==> src/rtl/tank1_hit_tracker_if.sv <==
// Bullet/tank geometry into the player-1 hit tracker and its status outputs back.
// master = game top level driving geometry; slave = tank1_hit_tracker.
interface tank1_hit_tracker_if;
  logic       bullet_on;
  logic [9:0] BulletX;
  logic [9:0] BulletY;
  logic [9:0] BulletS;
  logic [9:0] TankX;
  logic [9:0] TankY;
  logic [9:0] TankS;
  logic       hit_pulse;
  logic [2:0] lives;
  logic       invuln;
  logic       flash;
  logic       game_over;

  modport master (
    output bullet_on, BulletX, BulletY, BulletS, TankX, TankY, TankS,
    input  hit_pulse, lives, invuln, flash, game_over
  );

  modport slave (
    input  bullet_on, BulletX, BulletY, BulletS, TankX, TankY, TankS,
    output hit_pulse, lives, invuln, flash, game_over
  );
endinterface

==> src/rtl/tank1_hit_tracker.sv <==
// Player-1 hit detection, lives and post-hit invulnerability, updated once per frame.
// Optional macro TANK1_HIT_FLASH_EN enables sprite flashing during invulnerability.
module tank1_hit_tracker #(
  parameter int START_LIVES   = 3,
  parameter int INVULN_FRAMES = 60,
  parameter int FLASH_PERIOD  = 4
) (
  input  logic                 frame_clk,
  input  logic                 Reset,
  tank1_hit_tracker_if.slave   bus
);

  localparam bit PARAMS_OK = (START_LIVES >= 1) && (START_LIVES <= 7) &&
                             (INVULN_FRAMES >= 1) && (INVULN_FRAMES <= 255) &&
                             (FLASH_PERIOD >= 1) && (FLASH_PERIOD <= 255);

  if (!PARAMS_OK) begin : g_bad_params
    $error("tank1_hit_tracker: parameter out of range");
  end

  localparam logic [2:0] LIVES_INIT = 3'(START_LIVES);
  localparam logic [7:0] INV_RELOAD = 8'(INVULN_FRAMES - 1);

  typedef enum logic [1:0] {
    ST_ALIVE  = 2'd0,
    ST_INVULN = 2'd1,
    ST_DEAD   = 2'd2
  } state_t;

  state_t     state_q;
  logic [2:0] lives_q;
  logic [7:0] inv_cnt_q;
  logic       armed_q;
  logic       hit_pulse_q;
  logic       invuln_q;
  logic       game_over_q;

  logic [10:0] dx;
  logic [10:0] dy;
  logic [10:0] lim;
  logic        overlap;
  logic        hit_cond;

  // 11-bit differences and sum so wide boxes near the screen edge never wrap.
  always_comb begin
    dx = (bus.BulletX >= bus.TankX) ? ({1'b0, bus.BulletX} - {1'b0, bus.TankX})
                                    : ({1'b0, bus.TankX} - {1'b0, bus.BulletX});
    dy = (bus.BulletY >= bus.TankY) ? ({1'b0, bus.BulletY} - {1'b0, bus.TankY})
                                    : ({1'b0, bus.TankY} - {1'b0, bus.BulletY});
    lim      = {1'b0, bus.BulletS} + {1'b0, bus.TankS};
    overlap  = (dx <= lim) && (dy <= lim);
    hit_cond = bus.bullet_on && armed_q && overlap;
  end

`ifdef TANK1_HIT_FLASH_EN
  localparam logic [7:0] FLASH_RELOAD = 8'(FLASH_PERIOD - 1);
  logic       flash_q;
  logic [7:0] flash_cnt_q;
`endif

  always_ff @(posedge frame_clk) begin
    if (Reset) begin
      state_q     <= ST_ALIVE;
      lives_q     <= LIVES_INIT;
      inv_cnt_q   <= 8'd0;
      armed_q     <= 1'b1;
      hit_pulse_q <= 1'b0;
      invuln_q    <= 1'b0;
      game_over_q <= 1'b0;
`ifdef TANK1_HIT_FLASH_EN
      flash_q     <= 1'b0;
      flash_cnt_q <= 8'd0;
`endif
    end else begin
      hit_pulse_q <= 1'b0;

      // One hit per shot: disarm on contact, rearm only once the bullet is gone.
      if (hit_cond) begin
        armed_q <= 1'b0;
      end else if (!bus.bullet_on) begin
        armed_q <= 1'b1;
      end

      case (state_q)
        ST_ALIVE: begin
          if (hit_cond) begin
            hit_pulse_q <= 1'b1;
            if (lives_q > 3'd1) begin
              state_q   <= ST_INVULN;
              lives_q   <= lives_q - 3'd1;
              invuln_q  <= 1'b1;
              inv_cnt_q <= INV_RELOAD;
`ifdef TANK1_HIT_FLASH_EN
              flash_q     <= 1'b1;
              flash_cnt_q <= FLASH_RELOAD;
`endif
            end else begin
              state_q     <= ST_DEAD;
              lives_q     <= 3'd0;
              game_over_q <= 1'b1;
            end
          end
        end

        ST_INVULN: begin
          if (inv_cnt_q == 8'd0) begin
            state_q  <= ST_ALIVE;
            invuln_q <= 1'b0;
`ifdef TANK1_HIT_FLASH_EN
            flash_q  <= 1'b0;
`endif
          end else begin
            inv_cnt_q <= inv_cnt_q - 8'd1;
`ifdef TANK1_HIT_FLASH_EN
            if (flash_cnt_q == 8'd0) begin
              flash_q     <= ~flash_q;
              flash_cnt_q <= FLASH_RELOAD;
            end else begin
              flash_cnt_q <= flash_cnt_q - 8'd1;
            end
`endif
          end
        end

        ST_DEAD: begin
          lives_q     <= 3'd0;
          game_over_q <= 1'b1;
        end

        default: begin
          state_q <= ST_ALIVE;
        end
      endcase
    end
  end

  assign bus.hit_pulse = hit_pulse_q;
  assign bus.lives     = lives_q;
  assign bus.invuln    = invuln_q;
  assign bus.game_over = game_over_q;
`ifdef TANK1_HIT_FLASH_EN
  assign bus.flash     = flash_q;
`else
  assign bus.flash     = 1'b0;
`endif

endmodule

==> src/flat_wrapper.sv <==
// flat-port wrapper written by rule: the top's interface ports become plain ports
module tank1_hit_tracker_flat 
#(
  parameter int START_LIVES   = 3,
  parameter int INVULN_FRAMES = 60,
  parameter int FLASH_PERIOD  = 4
)
  (frame_clk, Reset, bus_bullet_on, bus_BulletX, bus_BulletY, bus_BulletS, bus_TankX, bus_TankY, bus_TankS, bus_hit_pulse, bus_lives, bus_invuln, bus_flash, bus_game_over);
  tank1_hit_tracker_if bus_i ();
  input  logic frame_clk;
  input  logic Reset;
  input wire logic [$bits(bus_i.bullet_on)-1:0] bus_bullet_on;
  input wire logic [$bits(bus_i.BulletX)-1:0] bus_BulletX;
  input wire logic [$bits(bus_i.BulletY)-1:0] bus_BulletY;
  input wire logic [$bits(bus_i.BulletS)-1:0] bus_BulletS;
  input wire logic [$bits(bus_i.TankX)-1:0] bus_TankX;
  input wire logic [$bits(bus_i.TankY)-1:0] bus_TankY;
  input wire logic [$bits(bus_i.TankS)-1:0] bus_TankS;
  output wire logic [$bits(bus_i.hit_pulse)-1:0] bus_hit_pulse;
  output wire logic [$bits(bus_i.lives)-1:0] bus_lives;
  output wire logic [$bits(bus_i.invuln)-1:0] bus_invuln;
  output wire logic [$bits(bus_i.flash)-1:0] bus_flash;
  output wire logic [$bits(bus_i.game_over)-1:0] bus_game_over;
  assign bus_i.bullet_on = bus_bullet_on;
  assign bus_i.BulletX = bus_BulletX;
  assign bus_i.BulletY = bus_BulletY;
  assign bus_i.BulletS = bus_BulletS;
  assign bus_i.TankX = bus_TankX;
  assign bus_i.TankY = bus_TankY;
  assign bus_i.TankS = bus_TankS;
  assign bus_hit_pulse = bus_i.hit_pulse;
  assign bus_lives = bus_i.lives;
  assign bus_invuln = bus_i.invuln;
  assign bus_flash = bus_i.flash;
  assign bus_game_over = bus_i.game_over;
  tank1_hit_tracker #(.START_LIVES(START_LIVES), .INVULN_FRAMES(INVULN_FRAMES), .FLASH_PERIOD(FLASH_PERIOD)) u_core (.frame_clk(frame_clk), .Reset(Reset), .bus(bus_i));
endmodule
==> config.mk <==
export PLATFORM = sky130hd
export DESIGN_NAME = tank1_hit_tracker_flat
export DESIGN_NICKNAME = d
export VERILOG_FILES = /design/src/rtl/tank1_hit_tracker_if.sv /design/src/rtl/tank1_hit_tracker.sv /design/src/flat_wrapper.sv
export SDC_FILE = /design/constraint.sdc
export NUM_CORES = 1
export LEC_CHECK = 0
export BUFFER_PORTS_ARGS = -buffer_cell sky130_fd_sc_hd__buf_2
export CELL_PAD_IN_SITES_DETAIL_PLACEMENT = 0
export CELL_PAD_IN_SITES_GLOBAL_PLACEMENT = 1
export CORE_MARGIN = 4
export CORE_UTILIZATION = 42
export DETAILED_ROUTE_END_ITERATION = 10
export HOLD_SLACK_MARGIN = 0.08
export PLACE_DENSITY = 0.89
export SYNTH_ARGS = -nofsm -noshare
export SYNTH_HDL_FRONTEND = slang
export SYNTH_SLANG_ARGS = --single-unit
==> constraint.sdc <==
create_clock -name frame_clk -period 4.84 [get_ports frame_clk]
set_input_delay 0.726 -clock frame_clk [delete_from_list [all_inputs] [get_ports frame_clk]]
set_output_delay 0.726 -clock frame_clk [all_outputs]
set_load 0.01 [all_outputs]
== Yosys cells after proc, flatten, opt, wreduce, memory -nomap -nowiden ==
Index checks and enable logic that the tools add are counted.
Widths: inputs -> output; s select.
Cells by class
  add/sub/neg operators: 7
  order comparisons: 5
  equal/unequal tests: 8
  muxes and demuxes: 23
  bitwise gates (word level): 2
  reduce and logical (&&, ||, !) cells: 13
Operators by type and width (count)
  $sub 10x10->11: 4
  $mux 8: 3
  $le 11x11->1: 2
  $mux 11: 2
  $ge 10x10->1: 2
  $pmux 8 s2: 1
  $add 10x10->11: 1
  $logic_not 8->1: 1
  $mux 1: 8
  $ne 2x1->1 const B: 4
  $reduce_and 4->1: 2
  $sub 8x1->8 const B: 1
  $mux 2: 3
  $mux 3: 2
  $pmux 2 s3: 1
  $pmux 3 s2: 1
  $reduce_and 3->1: 2
  $ne 2x2->1 const B: 2
  $pmux 1 s2: 2
  $reduce_bool 2->1: 2
  $gt 3x1->1 const B: 1
  $logic_and 1x1->1: 3
  $sub 3x1->3 const B: 1
  $eq 2x1->1 const B: 1
  other kinds (5): 6
Word-level totals
  flip-flop bits (word level): 17
  input port bits: 63
  output and inout port bits: 7
  logic and storage cells: 65

== Longest topological paths before layout ==
Gate-level depths: netlist of the first run.
  depth in word-level cells: 7
  mapped depth: 19
  gate-level depth less buffers: 19

== Least setup slack after synthesis of the first run ==
Ideal clock, no wire load.
  path type: in2reg
  from: input port bus_TankY[3]
  to: register u_core.inv_cnt_q[2]
  library setup time: 0.129 ns
  arrival: 4.374 ns
  slack: 0.337 ns
  cell stages on the path: 18
  path buffers: 1
  cells stage by stage: inv_1 ha_1 buf_4 a21oi_1 nor2_1 o311ai_2 a21oi_2 nor2_4 mux2_4 a2111oi_2 ha_1 nand4_1 a211oi_1 a2111o_1 a211oi_2 nand2_1 nor3_2 o31ai_1
Between the ends
  cells in the longest elaborated chain, start to end: 7
  elaborated cells on any way between the ends: 9
  those cells by class: 2 x add/sub; 2 x order compare; 1 x eq/ne; 1 x mux; 3 x reduce/logical
Ends and longest elaborated chain
  from (decl): line flat_wrapper.sv:17  | input wire logic [$bits(bus_i.TankY)-1:0] bus_TankY;
  $sub 10x10->11, or another cell as far along: line tank1_hit_tracker.sv:49  | : ({1'b0, bus.TankY} - {1'b0, bus.BulletY});
  $mux 11 (*): line tank1_hit_tracker.sv:48  | dy = (bus.BulletY >= bus.TankY) ? ({1'b0, bus.BulletY} - {1'b0, bus.TankY})
  $le 11x11->1 (*): line tank1_hit_tracker.sv:51  | overlap = (dx <= lim) && (dy <= lim);
  $logic_and 1x1->1 (*): line tank1_hit_tracker.sv:51
  $logic_and 1x1->1 (*): line tank1_hit_tracker.sv:52  | hit_cond = bus.bullet_on && armed_q && overlap;
  $ne 2x1->1 (no source line) (*)
  $reduce_and 4->1 (no source line) (*)
  to (signal assigned): line tank1_hit_tracker.sv:113  | inv_cnt_q <= inv_cnt_q - 8'd1;
  to (decl): line tank1_hit_tracker.sv:32  | logic [7:0] inv_cnt_q;
Every way passes the cells marked *; elsewhere a longest branch is shown, timed or not.
A chain may end at the register's enable or synchronous reset.

== Worst setup path in the final report of the first run ==
  from: input port bus_TankY[6]
  to: register u_core.inv_cnt_q[2]
Same word-level chain as after synthesis.

==> metrics.csv, run 1 <==
stage,metric,value,unit
run_status,status,"finished, final reports clean",
placement,# port buffers,68,
global_route,vias in the first global route,3273,
synth,"top cells by area, synth","ha_1 26%, dfxtp_1 9.5%, inv_1 6.6%",
synth,register area share after synthesis,9.474,%
timing,Pins Over Slew Limit,0,
layout,most frequent cells in the layout,"76 x ha_1, 68 x buf_2, 63 x inv_1",
timing,setup ws final,0.2823,ns
global_route,largest net degree at the start of global routing,20,
layout,final instance area,4113,um^2
global_route,initial antenna violation count,0,
layout,Final #Nets,672,
cts,Sinks on Clock Net,17,
cts,CTS tree,done,
timing,setup tns final,0,ns
critical_path,slowest library cell on the worst path,ha_1,
route,1st-iter DRT viols,78,
critical_path,CP Max Fanout,9,
synth,Post-synth ARST share,0,%
synth,Yosys top cell by area,ha_1,
power_and_ir_drop,Leak,2.121,nW
critical_path,r2r setup slk,2.73,ns
floorplanning,initial core utilization,43.50,%
cts,CTS Hold Buffers Added,0,
critical_path,startpoint class of the critical path,primary input,
cts,# H-tree levels,1,
route,Via density,5.366,
synth,share of the synthesized area in the top cell type,26.47,%
route,Initial DRT Pass Iterations,4,
layout,synth-to-layout area growth,14.49,%
timing,setup violators final,0,
floorplanning,row cnt,33,
power_and_ir_drop,VDD IR-drop max,188.9,uV
critical_path,CP arrival,4.66,ns
critical_path,Setup CP Type,primary input to flop,
timing,unrepaired setup endpoints after global routing,no,
synth,Mapped Area,3592,um^2
placement,pre-CTS WS,-0.1052,ns
synth,Post-synth EDFFs,0,
placement,Post-DP Area,4045,um^2
synth,register bit total from synthesis,17,
layout,layout cells sized above 1,18.79,%
global_route,total track usage,15.81,%
synth,ys flop type,dfxtp_1,
global_route,gr ovfl total,0,
critical_path,crit path cell chain,"buf_2, inv_1, ha_1, nand4_4, nor3_4, nor3_2, a21oi_2, nor2_4, mux2_4, a2111oi_2, ha_1, nand4_1, a211oi_1, a2111o_1, a211oi_4, nand2_2, nor3_4, o31ai_1",
worst_hold_path,hold_sp,u_core.bus.game_over,
route,routed len/inst,12.80,um
timing,Final period util,94.17,%
cts,CTS Buffer Depth,2,
critical_path,crit end category,flop,
floorplanning,die footprint,10100,um^2
floorplanning,Die X,100.5,um
cts,Num CTS Buffers,3,
timing,Relative slew margins,39.18,%
timing,actual slew at the worst max-slew pin,0.9081,ns
layout,FILL cells,830,
route,vias,3391,
floorplanning,io pins,70,
critical_path,Worst Path Buf+Inv,2,
critical_path,Crit path largest cell delay,0.51,ns
critical_path,R2R Path Start,u_core.inv_cnt_q[0],
layout,ANT cells,0,
cts,Clock Latency Late Sink,0.24,ns
critical_path,cell depth of the worst flop-to-flop path,7,
worst_hold_path,Worst Hold Class,flop to flop,
synth,Synth cell types,65,
timing,Fin. Hold Viols,0,
placement,DP HPWL,7043,um
run,MaxCap Viol Count,0,
synth,Synth Instances,460,
critical_path,required time of the worst setup path,4.94,ns
timing,skew final,0.004515,ns
global_route,global-route wire length before repair,13760,um
critical_path,FF-to-FF End,u_core.inv_cnt_q[5],
worst_hold_path,end of the worst hold path,u_core.bus.game_over,
floorplanning,die height,100.5,um
layout,"most common cell after layout, fill and taps aside",ha_1,
critical_path,"delay-heaviest family, CP",compound AO/OA/AOI/OAI gates,
synth,yosys warns,0,
placement,gpl congestion,0.8447,
synth,Post-Syn Nets,604,
power_and_ir_drop,Power Density,244.7,nW/um^2
worst_hold_path,WHS Path Cells,2,
timing,maximum clock frequency,219.4,MHz
cts,clk root buf,clkbuf_8,
route,Final ANT Viol Nets,0,
timing,Final min period,4.558,ns
floorplanning,core footprint,8258,um^2
cts,clock transition at the registers of the reported paths,0.07,ns
synth,Synth Area per Inst,7.809,um^2
route,# DRC,0,
route,final wirelength,8088,um
power_and_ir_drop,Pwr Total,1.006,mW
## where the power goes
| group | switching, mW | total, mW | internal (mW) |
|---|---|---|---|
| sequential | 0.0336 | 0.209 | 0.175 |
| clock | 0.0443 | 0.102 | 0.0582 |
| combinational | 0.389 | 0.695 | 0.307 |
| total | 0.466 | 1.01 | 0.540 |
## cell type report
| cell class | count | area [um^2] | area share (%) |
|---|---|---|---|
| clock buffers | 4 | 45.04 | 1.095 |
| inverters | 63 | 236.5 | 5.750 |
| multi-input cells | 368 | 2967 | 72.13 |
| flip-flops and latches | 17 | 340.3 | 8.275 |
| well taps | 105 | 131.4 | 3.194 |
| repair buffers | 75 | 392.9 | 9.553 |
## state kept, by name, indices dropped and copies added, names as in the netlist
name / cells
u_core.bus.game_over: 1
u_core.state_q: 2
u_core.bus.hit_pulse: 1
u_core.bus.invuln: 1
u_core.armed_q: 1
u_core.bus.lives: 3
u_core.inv_cnt_q: 8
## metrics by stage
stage / utilization (%) / hold WS [ns] / instances
after floorplan: - / 0.4383 / 460
after global placement: 48.98 / 0.4547 / 628
after detailed placement: 48.98 / 0.4643 / 628
after CTS: 49.53 / 0.4768 / 632
after global routing: 49.80 / 0.4899 / 632
final: 49.80 / 0.4697 / 632
## kinds of logic after synthesis
family                   synth area share [%]
XOR/XNOR                                5.364
multiplexers                            5.294
buffers and inverters                   8.568
AO/OA/AOI/OAI                           23.27
flip-flops                              9.474
adder cells (fa/ha/maj)                 29.26
other                                  0.1044
AND/OR/NAND/NOR                         18.67
## worst max path at each step
stage,slack (ns),endpoint,cells after the start,from
after global routing,0.03,u_core.inv_cnt_q[2],18,bus_TankY[3]
after floorplan,0.34,u_core.inv_cnt_q[2],18,bus_TankY[3]
after CTS,0.17,u_core.inv_cnt_q[2],17,bus_TankS[0]
after global placement,-0.02,u_core.inv_cnt_q[2],17,bus_TankS[0]
final,0.28,u_core.inv_cnt_q[2],18,bus_TankY[6]
after detailed placement,-0.11,u_core.inv_cnt_q[2],17,bus_TankS[0]
## worst reg2reg max path, delay by kind of cell, from the launching register on
kind                       cells  cell delay [ns]
buffers and inverters          1             0.10
AOI/OAI and AO/OA              3             0.96
DFF                            1             0.38
adders and majority gates      1             0.23
and+or+nand+nor                2             0.33
## synth_stat cells (all sizes together) (7+ instances only)
library cell and instances:
xor2 13, ha 76, xnor2 9, inv 63, dfxtp 17, o21ai 20, mux2i 13, nor3 15
nand3 11, buf 10, nand4 7, nor2 33, a21oi 46, and3 8, a31oi 11, a21o 9
nand2 16, a211oi 8
## routing by layer
layer	vias to the layer above	wire [um]	global-route usage, %
met3	6	357	1.176
met2	70	3899	27.93
met5	-	0	0
met4	0	55	3.212
met1	1538	3775	21.11
li1	1777	-	-
## timing repair
action | 4_1_cts | 5_1_grt
setup endpoints to repair | 0 | 11
setup buffers | 0 | 0
gates resized for setup | 0 | 5
Note: power is estimated with default switching activity, not from simulation.
==> inputs of run 2 (changes only) <==
MAX_ROUTING_LAYER = met4   (was unset)
==> run 2 against run 1 <==
Effect of this change:
- routed wire length about the same
- cell count stayed put
- non-clock buffer count unchanged
- hold slack unchanged
- sequential cell count unchanged
- register-to-register slack barely moved
- sequential share of layout area is the same
- fmax hardly changed
- largest cell class unchanged
==> metrics.csv, run 2 (synthesized netlist as in run 1, its figures left out) <==
stage,metric,value,unit,change
run,MaxCap Viol Count,0,,unchanged
timing,Final period util,94.18,%,was 94.17%
worst_hold_path,Worst Hold Class,flop to flop,,unchanged
floorplanning,die height,100.5,um,unchanged
global_route,vias in the first global route,3274,,was 3273
cts,# H-tree levels,1,,unchanged
layout,post-route insts no fill,632,,unchanged
critical_path,cell depth of the worst flop-to-flop path,7,,unchanged
global_route,largest net degree at the start of global routing,20,,unchanged
cts,CTS tree,done,,unchanged
timing,setup violators final,0,,unchanged
route,final wirelength,8084,um,was 8088 um
route,Via density,5.362,,was 5.366
timing,actual slew at the worst max-slew pin,0.9085,ns,was 0.9081 ns
global_route,gr ovfl total,0,,unchanged
timing,Fin. Hold Viols,0,,unchanged
layout,ANT cells,0,,unchanged
worst_hold_path,WHS Path Cells,2,,unchanged
timing,Pins Over Slew Limit,0,,unchanged
cts,Clock Latency Late Sink,0.24,ns,about the same
timing,Relative slew margins,39.15,%,was 39.18%
floorplanning,initial core utilization,43.50,%,unchanged
route,routed len/inst,12.79,um,was 12.80 um
timing,unrepaired setup endpoints after global routing,no,,unchanged
layout,most frequent cells in the layout,"76 x ha_1, 68 x buf_2, 63 x inv_1",,unchanged
layout,max reg flops,8,,unchanged
route,1st-iter DRT viols,83,,was 78
placement,DP HPWL,7043,um,unchanged
route,Initial DRT Pass Iterations,4,,unchanged
floorplanning,io pins,70,,unchanged
power_and_ir_drop,Power Density,244.8,nW/um^2,was 244.7 nW/um^2
layout,layout cells sized above 1,18.79,%,unchanged
floorplanning,row cnt,33,,unchanged
cts,CTS Buffer Depth,2,,unchanged
placement,placed cells,628,,unchanged
critical_path,crit end category,flop,,unchanged
critical_path,CP arrival,4.66,ns,about the same
global_route,total track usage,16.25,%,was 15.81%
critical_path,CP Max Fanout,9,,unchanged
cts,Num CTS Buffers,3,,unchanged
critical_path,startpoint class of the critical path,primary input,,unchanged
layout,"most common cell after layout, fill and taps aside",ha_1,,unchanged
floorplanning,die footprint,10100,um^2,unchanged
run_status,status,"finished, final reports clean",,unchanged
timing,setup tns final,0,ns,unchanged
floorplanning,core footprint,8258,um^2,unchanged
timing,skew final,0.004917,ns,was 0.004515 ns
cts,CTS Hold Buffers Added,0,,unchanged
cts,Post-CTS Setup Bufs,0,,unchanged
route,# DRC,0,,unchanged
cts,clk root buf,clkbuf_8,,unchanged
power_and_ir_drop,Leak,2.121,nW,unchanged
global_route,initial antenna violation count,0,,unchanged
cts,clock transition at the registers of the reported paths,0.07,ns,about the same
cts,Sinks on Clock Net,17,,unchanged
route,Final ANT Viol Nets,0,,unchanged
power_and_ir_drop,VDD IR-drop max,188.6,uV,was 188.9 uV
layout,Top reg by flops,u_core.inv_cnt_q,,unchanged
critical_path,Crit path largest cell delay,0.51,ns,about the same
layout,Final #Nets,672,,unchanged
timing,Final min period,4.558,ns,about the same
placement,# port buffers,68,,unchanged
placement,gpl congestion,0.8579,,was 0.8447
timing,maximum clock frequency,219.4,MHz,about the same
critical_path,crit path cell chain,"buf_2, inv_1, ha_1, nand4_4, nor3_4, nor3_2, a21oi_2, nor2_4, mux2_4, a2111oi_2, ha_1, nand4_1, a211oi_1, a2111o_1, a211oi_4, nand2_2, nor3_4, o31ai_1",,unchanged
critical_path,Setup CP Type,primary input to flop,,unchanged
floorplanning,Die X,100.5,um,unchanged
critical_path,slowest library cell on the worst path,ha_1,,unchanged
layout,synth-to-layout area growth,14.49,%,unchanged
critical_path,required time of the worst setup path,4.94,ns,about the same
route,vias,3389,,was 3391
global_route,global-route wire length before repair,13740,um,was 13760 um
[run 2: per-layer routing]
metal  routed length, um  track usage [%]  vias up
met3                 307           0.8997        6
met1                3833            21.28     1537
met4                  53            3.212        0
li1                    -                -     1775
met2                3890            27.88       71
met5                   0                -        -
[run 2: layout make-up]
cell class	count	area, um^2
Sequential cell	17	340.3
Tap cell	105	131.4
Timing Repair Buffer	75	392.9
Multi-Input combinational cell	368	2967
Inverter	63	236.5
Fill cell	830	4145
Clock buffer	4	45.04
[run 2: power breakdown]
part           internal (mW)  switching, mW  total, mW  leakage [nW]
clock                 0.0582         0.0444      0.103        0.0228
sequential             0.175         0.0336      0.209         0.139
combinational          0.307          0.389      0.695          1.96
total                  0.540          0.467       1.01          2.12
[run 2: path summary, 6_finish.rpt]
| kind | end | startpoint | slack (ns) |
|---|---|---|---|
| hold reg to reg | u_core.bus.game_over | u_core.bus.game_over | 0.47 |
| hold / removal | u_core.bus.game_over | u_core.bus.game_over | 0.47 |
| setup / recovery | u_core.inv_cnt_q[2] | bus_TankY[6] | 0.28 |
| setup reg to reg | u_core.inv_cnt_q[5] | u_core.inv_cnt_q[0] | 2.73 |
[run 2: critical path, delay by kind of cell]
family / cells / cell delay [ns]
simple gates: 7 / 1.11
fa+ha+maj: 2 / 0.81
buf+inv: 2 / 0.13
mux: 1 / 0.32
compound gates: 6 / 1.56
[run 2: timing repair]
| action | CTS | global route |
|---|---|---|
| setup endpoints to repair | 0 | 11 |
| hold endpoints to repair | 0 | 0 |
| resized for setup | 0 | 5 |
[run 2: metrics by stage]
step	cell area, um^2	hold WS, ns	power [mW]	util [%]	worst slack (ns)
finish	4113	0.4697	1.007	49.80	0.2816
global route	4113	0.4899	1.110	49.80	0.02703
CTS	4090	0.4768	0.9972	49.53	0.1668
detailed placement	4045	0.4643	0.8912	48.98	-0.1052
global placement	4045	0.4547	0.8662	48.98	-0.01641
floorplan	3592	0.4383	0.7187	-	0.3368
==> inputs of run 3 (changes only) <==
BUFFER_PORTS_ARGS = unset   (was -buffer_cell sky130_fd_sc_hd__buf_2)
CORE_ASPECT_RATIO = 1.4   (was unset)
CORE_UTILIZATION = 48   (was 42)
DONT_BUFFER_PORTS = 1   (was unset)
PLACE_DENSITY = 0.88   (was 0.89)
SKIP_CTS_REPAIR_TIMING = 1   (was unset)
==> run 3 against run 2 <==
Effect of this change:
- cell count decreased by 12%
- routed wire length fell by 1.2%
- power decreased by 3.7%
- combinational power down 7.8%
- global-route usage up 2.3 points
- clock power up 9.7%
- via count fell by 6.6%
- non-clock buffer count decreased by 67
- critical path depth shrank 2
- sequential share of layout area up 0.78 points
- largest cell class unchanged
==> metrics.csv, run 3 (synthesized netlist as in run 1, its figures left out) <==
stage,metric,value,unit,change
route,routed len/inst,14.35,um,was 12.79 um
critical_path,Worst Path Buf+Inv,2,,unchanged
layout,layout cells sized above 1,6.739,%,was 18.79%
critical_path,cell depth of the worst flop-to-flop path,7,,unchanged
critical_path,CP Max Fanout,7,,was 9
worst_hold_path,end of the worst hold path,u_core.armed_q,,was u_core.bus.game_over
placement,DP HPWL,7023,um,was 7043 um
worst_hold_path,hold_sp,u_core.armed_q,,was u_core.bus.game_over
critical_path,required time of the worst setup path,5.00,ns,was 4.94 ns
run,MaxCap Viol Count,0,,unchanged
layout,FILL cells,755,,was 830
critical_path,CP most frequent cell,a21oi_1,,
layout,max reg flops,8,,unchanged
placement,# port buffers,0,,was 68
timing,setup violators final,0,,unchanged
timing,skew final,0.003640,ns,was 0.004917 ns
critical_path,R2R Path Start,u_core.inv_cnt_q[0],,unchanged
floorplanning,initial core utilization,49.11,%,was 43.50%
layout,multi-input combinational cell area,2950,um^2,was 2967 um^2
timing,unrepaired setup endpoints after global routing,no,,unchanged
worst_hold_path,WHS Path Cells,2,,unchanged
floorplanning,io pins,70,,unchanged
critical_path,"delay-heaviest family, CP",compound AO/OA/AOI/OAI gates,,unchanged
critical_path,FF-to-FF End,u_core.inv_cnt_q[5],,unchanged
layout,"most common cell after layout, fill and taps aside",ha_1,,unchanged
layout,most frequent cells in the layout,"76 x ha_1, 63 x inv_1, 45 x a21oi_1",,"was 76 x ha_1, 68 x buf_2, 63 x inv_1"
layout,Top reg by flops,u_core.inv_cnt_q,,unchanged
route,Final ANT Viol Nets,0,,unchanged
layout,register area,340.3,um^2,unchanged
timing,hold_ws,0.4792,ns,was 0.4697 ns
cts,CTS tree,done,,unchanged
layout,ANT cells,0,,unchanged
route,1st-iter DRT viols,115,,was 83
global_route,gr ovfl total,0,,unchanged
critical_path,Setup CP Type,primary input to flop,,unchanged
cts,Num CTS Buffers,3,,unchanged
floorplanning,core footprint,7315,um^2,was 8258 um^2
run_status,status,"finished, final reports clean",,unchanged
critical_path,Crit path largest cell delay,0.54,ns,was 0.51 ns
timing,Relative slew margins,37.06,%,was 39.15%
critical_path,crit path cell chain,"inv_1, ha_1, inv_1, fa_1, a21oi_1, nor2_1, a2111oi_0, mux2i_1, a2111oi_2, ha_1, a21oi_1, o21a_1, a21oi_1, a211oi_2, nand3_1, a2111oi_2",,"was buf_2, inv_1, ha_1, nand4_4, nor3_4, nor3_2, a21oi_2, nor2_4, mux2_4, a2111oi_2, ha_1, nand4_1, a211oi_1, a2111o_1, a211oi_4, nand2_2, nor3_4, o31ai_1"
layout,final instance area,3757,um^2,was 4113 um^2
floorplanning,die footprint,8952,um^2,was 10100 um^2
worst_hold_path,Worst Hold Class,flop to flop,,unchanged
timing,Fin. Hold Viols,0,,unchanged
route,# DRC,0,,unchanged
global_route,global-route wire length before repair,13010,um,was 13740 um
placement,Post-DP Area,3702,um^2,was 4045 um^2
timing,Final period util,91.83,%,was 94.18%
power_and_ir_drop,Leak,1.851,nW,was 2.121 nW
route,Initial DRT Pass Iterations,4,,unchanged
power_and_ir_drop,Pwr Total,0.9695,mW,was 1.007 mW
critical_path,CP arrival,4.61,ns,was 4.66 ns
critical_path,slowest library cell on the worst path,a2111oi_0,,was ha_1
floorplanning,row cnt,37,,was 33
cts,clk root buf,clkbuf_8,,unchanged
route,final wirelength,7991,um,was 8084 um
timing,Final min period,4.444,ns,was 4.558 ns
timing,Pins Over Slew Limit,0,,unchanged
timing,setup tns final,0,ns,unchanged
critical_path,r2r setup slk,2.72,ns,was 2.73 ns
floorplanning,die height,110.4,um,was 100.5 um
placement,gpl congestion,0.8840,,was 0.8579
global_route,total track usage,18.51,%,was 16.25%
global_route,largest net degree at the start of global routing,20,,unchanged
route,vias,3164,,was 3389
critical_path,crit end category,flop,,unchanged
global_route,vias in the first global route,3152,,was 3274
cts,clock transition at the registers of the reported paths,0.07,ns,about the same
route,Via density,5.680,,was 5.362
cts,CTS Buffer Depth,2,,unchanged
layout,synth-to-layout area growth,4.598,%,was 14.49%
power_and_ir_drop,Power Density,258.0,nW/um^2,was 244.8 nW/um^2
global_route,initial antenna violation count,0,,unchanged
cts,# H-tree levels,1,,unchanged
layout,Final #Nets,605,,was 672
critical_path,startpoint class of the critical path,primary input,,unchanged
timing,maximum clock frequency,225.0,MHz,was 219.4 MHz
floorplanning,Die X,81.12,um,was 100.5 um
timing,actual slew at the worst max-slew pin,0.9397,ns,was 0.9085 ns
cts,Clock Latency Late Sink,0.26,ns,was 0.24 ns
power_and_ir_drop,VDD IR-drop max,152.5,uV,was 188.6 uV
cts,Sinks on Clock Net,17,,unchanged
run 3: worst max path at each step:
stage	slack, ns	to	start	cells after the start
3_5_place_dp	0.07	u_core.inv_cnt_q[3]	bus_TankY[7]	16
2_1_floorplan	0.34	u_core.inv_cnt_q[2]	bus_TankY[3]	18
6_report	0.40	u_core.inv_cnt_q[3]	bus_BulletX[0]	16
4_1_cts	0.36	u_core.inv_cnt_q[2]	bus_TankY[7]	17
5_1_grt	0.05	u_core.inv_cnt_q[2]	bus_TankS[0]	16
3_3_place_gp	0.18	u_core.inv_cnt_q[3]	bus_TankY[7]	16
run 3: layer usage:
layer	vias up	track usage [%]	share of wire (%)
met2	79	35.37	52
met4	0	5.918	2.2
met5	-	-	0
met3	15	2.114	5.1
met1	1427	19.46	40
li1	1643	-	-
run 3: tightest hold or removal path, cell delays in order, from the launching register on:
cell      delay (ns)
dfxtp_1         0.32
nand2b_1        0.06
nand3b_1        0.07
run 3: cell type report:
type                    count  area share, %
clock buffers               3          1.099
flip-flops and latches     17          9.058
inverters                  63          6.294
repair buffers              8          1.598
multi-input cells         368          78.52
well taps                  97          3.230
clock inverters             1         0.1998
run 3: stage by stage:
step,setup slack (ns),instances,util [%]
6_report,0.3956,557,51.37
5_1_grt,0.05463,557,51.37
4_1_cts,0.3583,557,51.28
3_5_place_dp,0.06860,553,50.62
3_3_place_gp,0.1849,553,50.62
2_1_floorplan,0.3368,460,-
run 3: power by group:
part,switching (mW),internal (mW)
combinational,0.361,0.281
sequential,0.0406,0.175
clock,0.0545,0.0581
total,0.456,0.514
